--- config.mk ---
export PLATFORM = sky130hd
export DESIGN_NAME = hazard_ctrl_flat
export DESIGN_NICKNAME = d
export VERILOG_FILES = /design/src/rtl/hazard_ctrl_pkg.sv /design/src/rtl/hazard_ctrl_if.sv /design/src/rtl/hazard_ctrl_fwd_sel.sv /design/src/rtl/hazard_ctrl.sv /design/src/flat_wrapper.sv
export SDC_FILE = /design/constraint.sdc
export NUM_CORES = 1
export LEC_CHECK = 0
export BUFFER_PORTS_ARGS = -buffer_cell sky130_fd_sc_hd__buf_2
export CAP_MARGIN = 15
export CORE_AREA = 2 2 75 77
export CTS_CLUSTER_SIZE = 30
export DETAILED_ROUTE_END_ITERATION = 8
export DIE_AREA = 0 0 77 79
export GPL_TIMING_DRIVEN = 0
export PLACE_DENSITY = 0.78
export SYNTH_ARGS = -nofsm -noshare
export SYNTH_HDL_FRONTEND = slang
export SYNTH_HIERARCHICAL = 1
export SYNTH_SLANG_ARGS = --single-unit
--- constraint.sdc ---
create_clock -name clk -period 2.65 [get_ports clk]
set_clock_uncertainty 0.1 [all_clocks]
set_input_delay 0 -clock clk [delete_from_list [all_inputs] [get_ports clk]]
set_output_delay 0 -clock clk [all_outputs]
set_load 0.01 [all_outputs]
--- src/rtl/hazard_ctrl_pkg.sv ---
// Shared constants and tag-compare helper for the hazard controller.
// Writeback-select and forwarding-select encodings live here so the datapath agrees with them.
package hazard_ctrl_pkg;

    localparam logic [1:0] DM2REG_MEM = 2'b01;

    localparam logic [1:0] FWD_RF  = 2'b00;
    localparam logic [1:0] FWD_WB  = 2'b01;
    localparam logic [1:0] FWD_MEM = 2'b10;

    // Register 0 is hardwired to zero, so it never creates a dependency.
    function automatic logic tag_hit(input logic [4:0] a, input logic [4:0] b);
        return (a != 5'd0) && (a == b);
    endfunction

endpackage

--- src/rtl/hazard_ctrl_if.sv ---
// Pipeline-tag inputs and hazard-control outputs between the datapath (master) and the
// hazard controller (slave).
interface hazard_ctrl_if #(
    parameter int unsigned CNT_W = 32
);
    logic [4:0]       rs_d;
    logic [4:0]       rt_d;
    logic             branch_d;
    logic             jr_d;
    logic             hilo_use_d;
    logic [4:0]       rs_e;
    logic [4:0]       rt_e;
    logic [4:0]       rf_wae;
    logic             we_rege;
    logic [1:0]       dm2rege;
    logic             hilo_wee;
    logic [4:0]       rf_wam;
    logic             we_regm;
    logic [1:0]       dm2regm;
    logic [4:0]       rf_waw;
    logic             we_regw;
    logic             perf_clr;

    logic             stall_f;
    logic             stall_d;
    logic             flush_e;
    logic             forward_ad;
    logic             forward_bd;
    logic [1:0]       forward_ae;
    logic [1:0]       forward_be;
    logic             hilo_busy;
    logic [CNT_W-1:0] stall_cycles;

    modport master (
        output rs_d, rt_d, branch_d, jr_d, hilo_use_d,
        output rs_e, rt_e, rf_wae, we_rege, dm2rege, hilo_wee,
        output rf_wam, we_regm, dm2regm, rf_waw, we_regw, perf_clr,
        input  stall_f, stall_d, flush_e, forward_ad, forward_bd,
        input  forward_ae, forward_be, hilo_busy, stall_cycles
    );

    modport slave (
        input  rs_d, rt_d, branch_d, jr_d, hilo_use_d,
        input  rs_e, rt_e, rf_wae, we_rege, dm2rege, hilo_wee,
        input  rf_wam, we_regm, dm2regm, rf_waw, we_regw, perf_clr,
        output stall_f, stall_d, flush_e, forward_ad, forward_bd,
        output forward_ae, forward_be, hilo_busy, stall_cycles
    );

endinterface

--- src/rtl/hazard_ctrl_fwd_sel.sv ---
// Execute-stage operand forwarding select for one source tag.
// A match in M wins over W because M holds the younger result.
module hazard_ctrl_fwd_sel
    import hazard_ctrl_pkg::*;
(
    input  logic [4:0] src_i,
    input  logic       we_m_i,
    input  logic [4:0] wa_m_i,
    input  logic       we_w_i,
    input  logic [4:0] wa_w_i,
    output logic [1:0] sel_o
);

    always_comb begin
        sel_o = FWD_RF;
        if (we_m_i && tag_hit(src_i, wa_m_i)) begin
            sel_o = FWD_MEM;
        end else if (we_w_i && tag_hit(src_i, wa_w_i)) begin
            sel_o = FWD_WB;
        end
    end

endmodule

--- src/rtl/hazard_ctrl.sv ---
// Hazard controller: forwarding selects, load-use/branch/HI-LO stalls, the HI/LO busy window
// and a saturating count of stalled cycles.
module hazard_ctrl
    import hazard_ctrl_pkg::*;
#(
    parameter int unsigned MULDIV_LAT = 4,
    parameter int unsigned CNT_W      = 32
) (
    input  logic         clk,
    input  logic         rst_n,
    hazard_ctrl_if.slave hz
);

    localparam int unsigned      BusyW    = $clog2(MULDIV_LAT + 1);
    localparam logic [BusyW-1:0] BusyLoad = BusyW'(MULDIV_LAT - 1);
    localparam logic [CNT_W-1:0] CntMax   = '1;

    logic             load_e;
    logic             load_m;
    logic             br_src_e;
    logic             br_src_m;
    logic             lw_stall;
    logic             br_stall;
    logic             hilo_stall;
    logic             stall;
    logic [BusyW-1:0] busy_d;
    logic [BusyW-1:0] busy_q;
    logic [CNT_W-1:0] stall_cycles_d;
    logic [CNT_W-1:0] stall_cycles_q;

    hazard_ctrl_fwd_sel u_fwd_a (
        .src_i  (hz.rs_e),
        .we_m_i (hz.we_regm),
        .wa_m_i (hz.rf_wam),
        .we_w_i (hz.we_regw),
        .wa_w_i (hz.rf_waw),
        .sel_o  (hz.forward_ae)
    );

    hazard_ctrl_fwd_sel u_fwd_b (
        .src_i  (hz.rt_e),
        .we_m_i (hz.we_regm),
        .wa_m_i (hz.rf_wam),
        .we_w_i (hz.we_regw),
        .wa_w_i (hz.rf_waw),
        .sel_o  (hz.forward_be)
    );

    always_comb begin
        load_e = (hz.dm2rege == DM2REG_MEM);
        load_m = (hz.dm2regm == DM2REG_MEM);

        // Decode-stage compare only has alu_outm available; a load in M is not ready yet.
        hz.forward_ad = hz.we_regm && !load_m && tag_hit(hz.rs_d, hz.rf_wam);
        hz.forward_bd = hz.we_regm && !load_m && tag_hit(hz.rt_d, hz.rf_wam);

        lw_stall = load_e && hz.we_rege &&
                   (tag_hit(hz.rs_d, hz.rf_wae) || tag_hit(hz.rt_d, hz.rf_wae));

        // jr reads only rs; beq reads both operands.
        br_src_e = tag_hit(hz.rs_d, hz.rf_wae) || (hz.branch_d && tag_hit(hz.rt_d, hz.rf_wae));
        br_src_m = tag_hit(hz.rs_d, hz.rf_wam) || (hz.branch_d && tag_hit(hz.rt_d, hz.rf_wam));
        br_stall = (hz.branch_d || hz.jr_d) &&
                   ((hz.we_rege && br_src_e) || (load_m && br_src_m));

        hilo_stall = hz.hilo_use_d && (hz.hilo_wee || (busy_q != '0));

        stall      = lw_stall || br_stall || hilo_stall;
        hz.stall_f = stall;
        hz.stall_d = stall;
        hz.flush_e = stall;

        hz.hilo_busy    = (busy_q != '0);
        hz.stall_cycles = stall_cycles_q;
    end

    always_comb begin
        busy_d = busy_q;
        // A new op in E restarts the window even if the previous one is still counting.
        if (hz.hilo_wee) begin
            busy_d = BusyLoad;
        end else if (busy_q != '0) begin
            busy_d = busy_q - BusyW'(1);
        end

        stall_cycles_d = stall_cycles_q;
        if (hz.perf_clr) begin
            stall_cycles_d = '0;
        end else if (stall && (stall_cycles_q != CntMax)) begin
            stall_cycles_d = stall_cycles_q + CNT_W'(1);
        end
    end

    always_ff @(posedge clk or negedge rst_n) begin
        if (!rst_n) begin
            busy_q         <= '0;
            stall_cycles_q <= '0;
        end else begin
            busy_q         <= busy_d;
            stall_cycles_q <= stall_cycles_d;
        end
    end

endmodule

--- src/flat_wrapper.sv ---
// flat-port wrapper written by rule: the top's interface ports become plain ports
module hazard_ctrl_flat import hazard_ctrl_pkg::*;
#(
    parameter int unsigned MULDIV_LAT = 4,
    parameter int unsigned CNT_W      = 32
)
  (clk, rst_n, hz_rs_d, hz_rt_d, hz_branch_d, hz_jr_d, hz_hilo_use_d, hz_rs_e, hz_rt_e, hz_rf_wae, hz_we_rege, hz_dm2rege, hz_hilo_wee, hz_rf_wam, hz_we_regm, hz_dm2regm, hz_rf_waw, hz_we_regw, hz_perf_clr, hz_stall_f, hz_stall_d, hz_flush_e, hz_forward_ad, hz_forward_bd, hz_forward_ae, hz_forward_be, hz_hilo_busy, hz_stall_cycles);
  hazard_ctrl_if #(.CNT_W(CNT_W)) hz_i ();
  input  logic clk;
  input  logic rst_n;
  input wire logic [$bits(hz_i.rs_d)-1:0] hz_rs_d;
  input wire logic [$bits(hz_i.rt_d)-1:0] hz_rt_d;
  input wire logic [$bits(hz_i.branch_d)-1:0] hz_branch_d;
  input wire logic [$bits(hz_i.jr_d)-1:0] hz_jr_d;
  input wire logic [$bits(hz_i.hilo_use_d)-1:0] hz_hilo_use_d;
  input wire logic [$bits(hz_i.rs_e)-1:0] hz_rs_e;
  input wire logic [$bits(hz_i.rt_e)-1:0] hz_rt_e;
  input wire logic [$bits(hz_i.rf_wae)-1:0] hz_rf_wae;
  input wire logic [$bits(hz_i.we_rege)-1:0] hz_we_rege;
  input wire logic [$bits(hz_i.dm2rege)-1:0] hz_dm2rege;
  input wire logic [$bits(hz_i.hilo_wee)-1:0] hz_hilo_wee;
  input wire logic [$bits(hz_i.rf_wam)-1:0] hz_rf_wam;
  input wire logic [$bits(hz_i.we_regm)-1:0] hz_we_regm;
  input wire logic [$bits(hz_i.dm2regm)-1:0] hz_dm2regm;
  input wire logic [$bits(hz_i.rf_waw)-1:0] hz_rf_waw;
  input wire logic [$bits(hz_i.we_regw)-1:0] hz_we_regw;
  input wire logic [$bits(hz_i.perf_clr)-1:0] hz_perf_clr;
  output wire logic [$bits(hz_i.stall_f)-1:0] hz_stall_f;
  output wire logic [$bits(hz_i.stall_d)-1:0] hz_stall_d;
  output wire logic [$bits(hz_i.flush_e)-1:0] hz_flush_e;
  output wire logic [$bits(hz_i.forward_ad)-1:0] hz_forward_ad;
  output wire logic [$bits(hz_i.forward_bd)-1:0] hz_forward_bd;
  output wire logic [$bits(hz_i.forward_ae)-1:0] hz_forward_ae;
  output wire logic [$bits(hz_i.forward_be)-1:0] hz_forward_be;
  output wire logic [$bits(hz_i.hilo_busy)-1:0] hz_hilo_busy;
  output wire logic [$bits(hz_i.stall_cycles)-1:0] hz_stall_cycles;
  assign hz_i.rs_d = hz_rs_d;
  assign hz_i.rt_d = hz_rt_d;
  assign hz_i.branch_d = hz_branch_d;
  assign hz_i.jr_d = hz_jr_d;
  assign hz_i.hilo_use_d = hz_hilo_use_d;
  assign hz_i.rs_e = hz_rs_e;
  assign hz_i.rt_e = hz_rt_e;
  assign hz_i.rf_wae = hz_rf_wae;
  assign hz_i.we_rege = hz_we_rege;
  assign hz_i.dm2rege = hz_dm2rege;
  assign hz_i.hilo_wee = hz_hilo_wee;
  assign hz_i.rf_wam = hz_rf_wam;
  assign hz_i.we_regm = hz_we_regm;
  assign hz_i.dm2regm = hz_dm2regm;
  assign hz_i.rf_waw = hz_rf_waw;
  assign hz_i.we_regw = hz_we_regw;
  assign hz_i.perf_clr = hz_perf_clr;
  assign hz_stall_f = hz_i.stall_f;
  assign hz_stall_d = hz_i.stall_d;
  assign hz_flush_e = hz_i.flush_e;
  assign hz_forward_ad = hz_i.forward_ad;
  assign hz_forward_bd = hz_i.forward_bd;
  assign hz_forward_ae = hz_i.forward_ae;
  assign hz_forward_be = hz_i.forward_be;
  assign hz_hilo_busy = hz_i.hilo_busy;
  assign hz_stall_cycles = hz_i.stall_cycles;
  hazard_ctrl #(.MULDIV_LAT(MULDIV_LAT), .CNT_W(CNT_W)) u_core (.clk(clk), .rst_n(rst_n), .hz(hz_i));
endmodule
==> flow_summary.ini <==
[worst_setup_path]
cp_cell_sequence = ha_1 > and2_1 > nand3_2 > nand4bb_4 > o21ai_4 > buf_6 > nor4_1 > mux2_1
end_kind = flip-flop
worst-setup-path-type = reg2reg
cpPeakStageDelay_ns = 0.44
critPathArrivalTime_ns = 2.52
required_ns = 2.71
cp-start-kind = flip-flop
cp_slowest_cell = dfrtp_1
crit_fanout = 10
cpLargestDelayFamily = simple AND/OR/NAND/NOR gates
crit_buf_inv = 1

[global_route]
grt.busiest_layer = met2
met2_usage_pct = 38.7
grt_pass1_wl_mm = 10.6
grt_antenna_before_repair = 0
grt_max_degree = 36
grt_pass1_vias = 2391
use_met1_pct = 25.8
grt_usage_pct = 21.3
grt.met3_usage_pct = 4.09
grt_remaining_overflow = 0

[timing]
period_share_pct = 92.8
relSlewSlack_pct = 47.4
setup_viol = 0
tns_ns = 0
drv_slew = 0
min_period_ns = 2.46
rsz0062_at_grt = no
tightest_slew_ns = 0.790
fin_hold_ws_ns = 0.0195
hold_viol_final = 0
fmax_mhz = 407

[clock_tree]
cts_buffers = 5
cts_setup_buffers = 0
cts_tree = yes
clockRootBuffer = clkbuf_8
ctsHtreeMaxLevel = 2
clk_pin_slew_ns = 0.07
clock-sinks = 35
clockBufferDepth = 2
clkLatencyLatePin_ns = 0.28

[placement]
routabilityCongestion = 0.829
dpl_cell_area_mm2 = 0.00309
dp_hpwl_mm = 4.88
port_buffers = 89

[yosys]
synth.top_cells.by_area = dfrtp_1 34%, xnor2_1 8.9%, xor2_1 5.8%, a21oi_1 4.7%, or4_1 4.4%
synthMostInstantiatedCell = dfrtp_1
synth_ff_type = dfrtp_1
async_reset_ff_share_pct = 100
yosys.area.top_type = dfrtp_1
avgSynthCellArea_um2 = 8.70
synth_common_cells = 35 x dfrtp_1, 26 x xnor2_1, 24 x a21oi_1
ys_ff_latch = 35
synth_area_mm2 = 0.00255
ys_types = 40
yosysTopAreaCellShare_pct = 34.3
synth_cells = 293
synth_enable_flop_cells = 0
syn-num-nets = 345
ys_seq_area_share_pct = 34.3
yosysWarnings = 6

[floorplan]
core_mm2 = 0.00534
pin_count = 91
die_y_um = 79
start_util_pct = 47.8
num_rows = 27
dieArea_mm2 = 0.00608
die_x_um = 77

[final_layout]
final_util_pct = 60.6
fill_cells = 498
design_area_mm2 = 0.00324
diodes = 0
nets = 443
area_delta_synth_final_pct = 26.9
layout-drive-gt1-share_pct = 28.3

[route]
via_count = 2608
wl_per_cell_um = 13.8
antenna_left = 0
vias_per_cell = 5.62
postRouteWirelength_mm = 6.41
post-route-drc-count = 0
drt_iter0_drc = 170
drt_first_pass_iters = 5

[run_status]
outcome = finished, final reports clean

[power_and_ir_drop]
power_density_mw_per_mm2 = 394
leakage_uw = 0.00147
ir_worst_vdd_uv = 207

[job]
cap_violations = 0

[hold_path]
min_path_type = in2reg
-- kinds of logic (layout without fill, tap and decap cells) --
logic type                 Yosys count  in the layout  synth area share, %
and+or+nand+nor                    123            123                 27.1
AOI/OAI and AO/OA                   61             61                 15.0
xor gates and xnor gates            43             43                 14.8
DFF                                 35             35                 34.3
buffers and inverters               21            120                 4.27
muxes                                7              7                 3.04
adders and majority gates            3              3                 1.47
-- power breakdown --
| part | internal (µW) | switching (µW) | total [µW] |
|---|---|---|---|
| clock network | 237 | 184 | 421 |
| logic | 128 | 160 | 287 |
| registers | 551 | 14.5 | 566 |
-- worst paths after layout --
path / start / endpoint / slack (ns) / cells after the start
worst max-delay path: u_core/hz.stall_cycles[0] / u_core/hz.stall_cycles[29] / 0.19 / 8
worst min-delay path: hz_perf_clr / u_core/hz.stall_cycles[16] / 0.02 / 2
worst max register to register: u_core/hz.stall_cycles[0] / u_core/hz.stall_cycles[29] / 0.19 / 8
worst min register to register: u_core/busy_q[1] / u_core/busy_q[1] / 0.40 / 1
max in group asynchronous: rst_n / u_core/hz.stall_cycles[26] / 1.71 / 2
min in group asynchronous: rst_n / u_core/hz.stall_cycles[20] / 0.24 / 2
-- flip-flops by register name, summed over array words and instances (netlist names) --
signal,flops
u_core/hz.stall_cycles,32
u_core/busy_q,3
-- layout make-up --
type	count	area, µm²	area share, %
Clock buffer	8	100	3.09
Sequential cell	35	876	27.1
Buffer	11	71.3	2.20
Multi-Input combinational cell	237	1600	49.3
Inverter	10	37.5	1.16
Timing Repair Buffer	91	465	14.4
Tap cell	72	90.1	2.78
-- per-layer routing --
metal  share of wire [%]  vias up
met3                 6.3        4
met1                  44     1243
met2                  49       88
met5                   0        -
li1                    -     1273
met4                0.98        0
-- cells in the final DEF, fill, tap and decap left out, drive strengths merged, types with 2 or more instances in the layout --
master,instances
buf,95
and3,7
or4,15
dfrtp,35
nand2b,3
nand2,16
and2,3
nand3,15
dlygate4sd3,2
a21oi,25
nand4,7
o21ai,16
or3,11
nor3,3
ha,3
and3b,2
a2111oi,2
o31ai,12
nor2b,7
nor4,8
inv,10
a211oi,2
mux2,6
and4,2
xnor2,26
xor2,17
nor2,22
clkbuf,13
-- what timing repair did --
| action | in CTS | in global routing |
|---|---|---|
| resized for setup | 0 | 4 |
| hold endpoints to repair | 38 | 0 |
| setup endpoints to repair | 0 | 28 |
| hold buffers | 2 | 0 |
-- through the flow --
step	worst slack (ns)	power, µW	instances
floorplan	0.344	743	293
global placement	0.0742	852	454
detailed placement	0.0350	861	454
CTS	0.0200	1290	464
global route	0.00296	1340	464
finish	0.192	1270	464
Power figures use the tool's default switching activity.
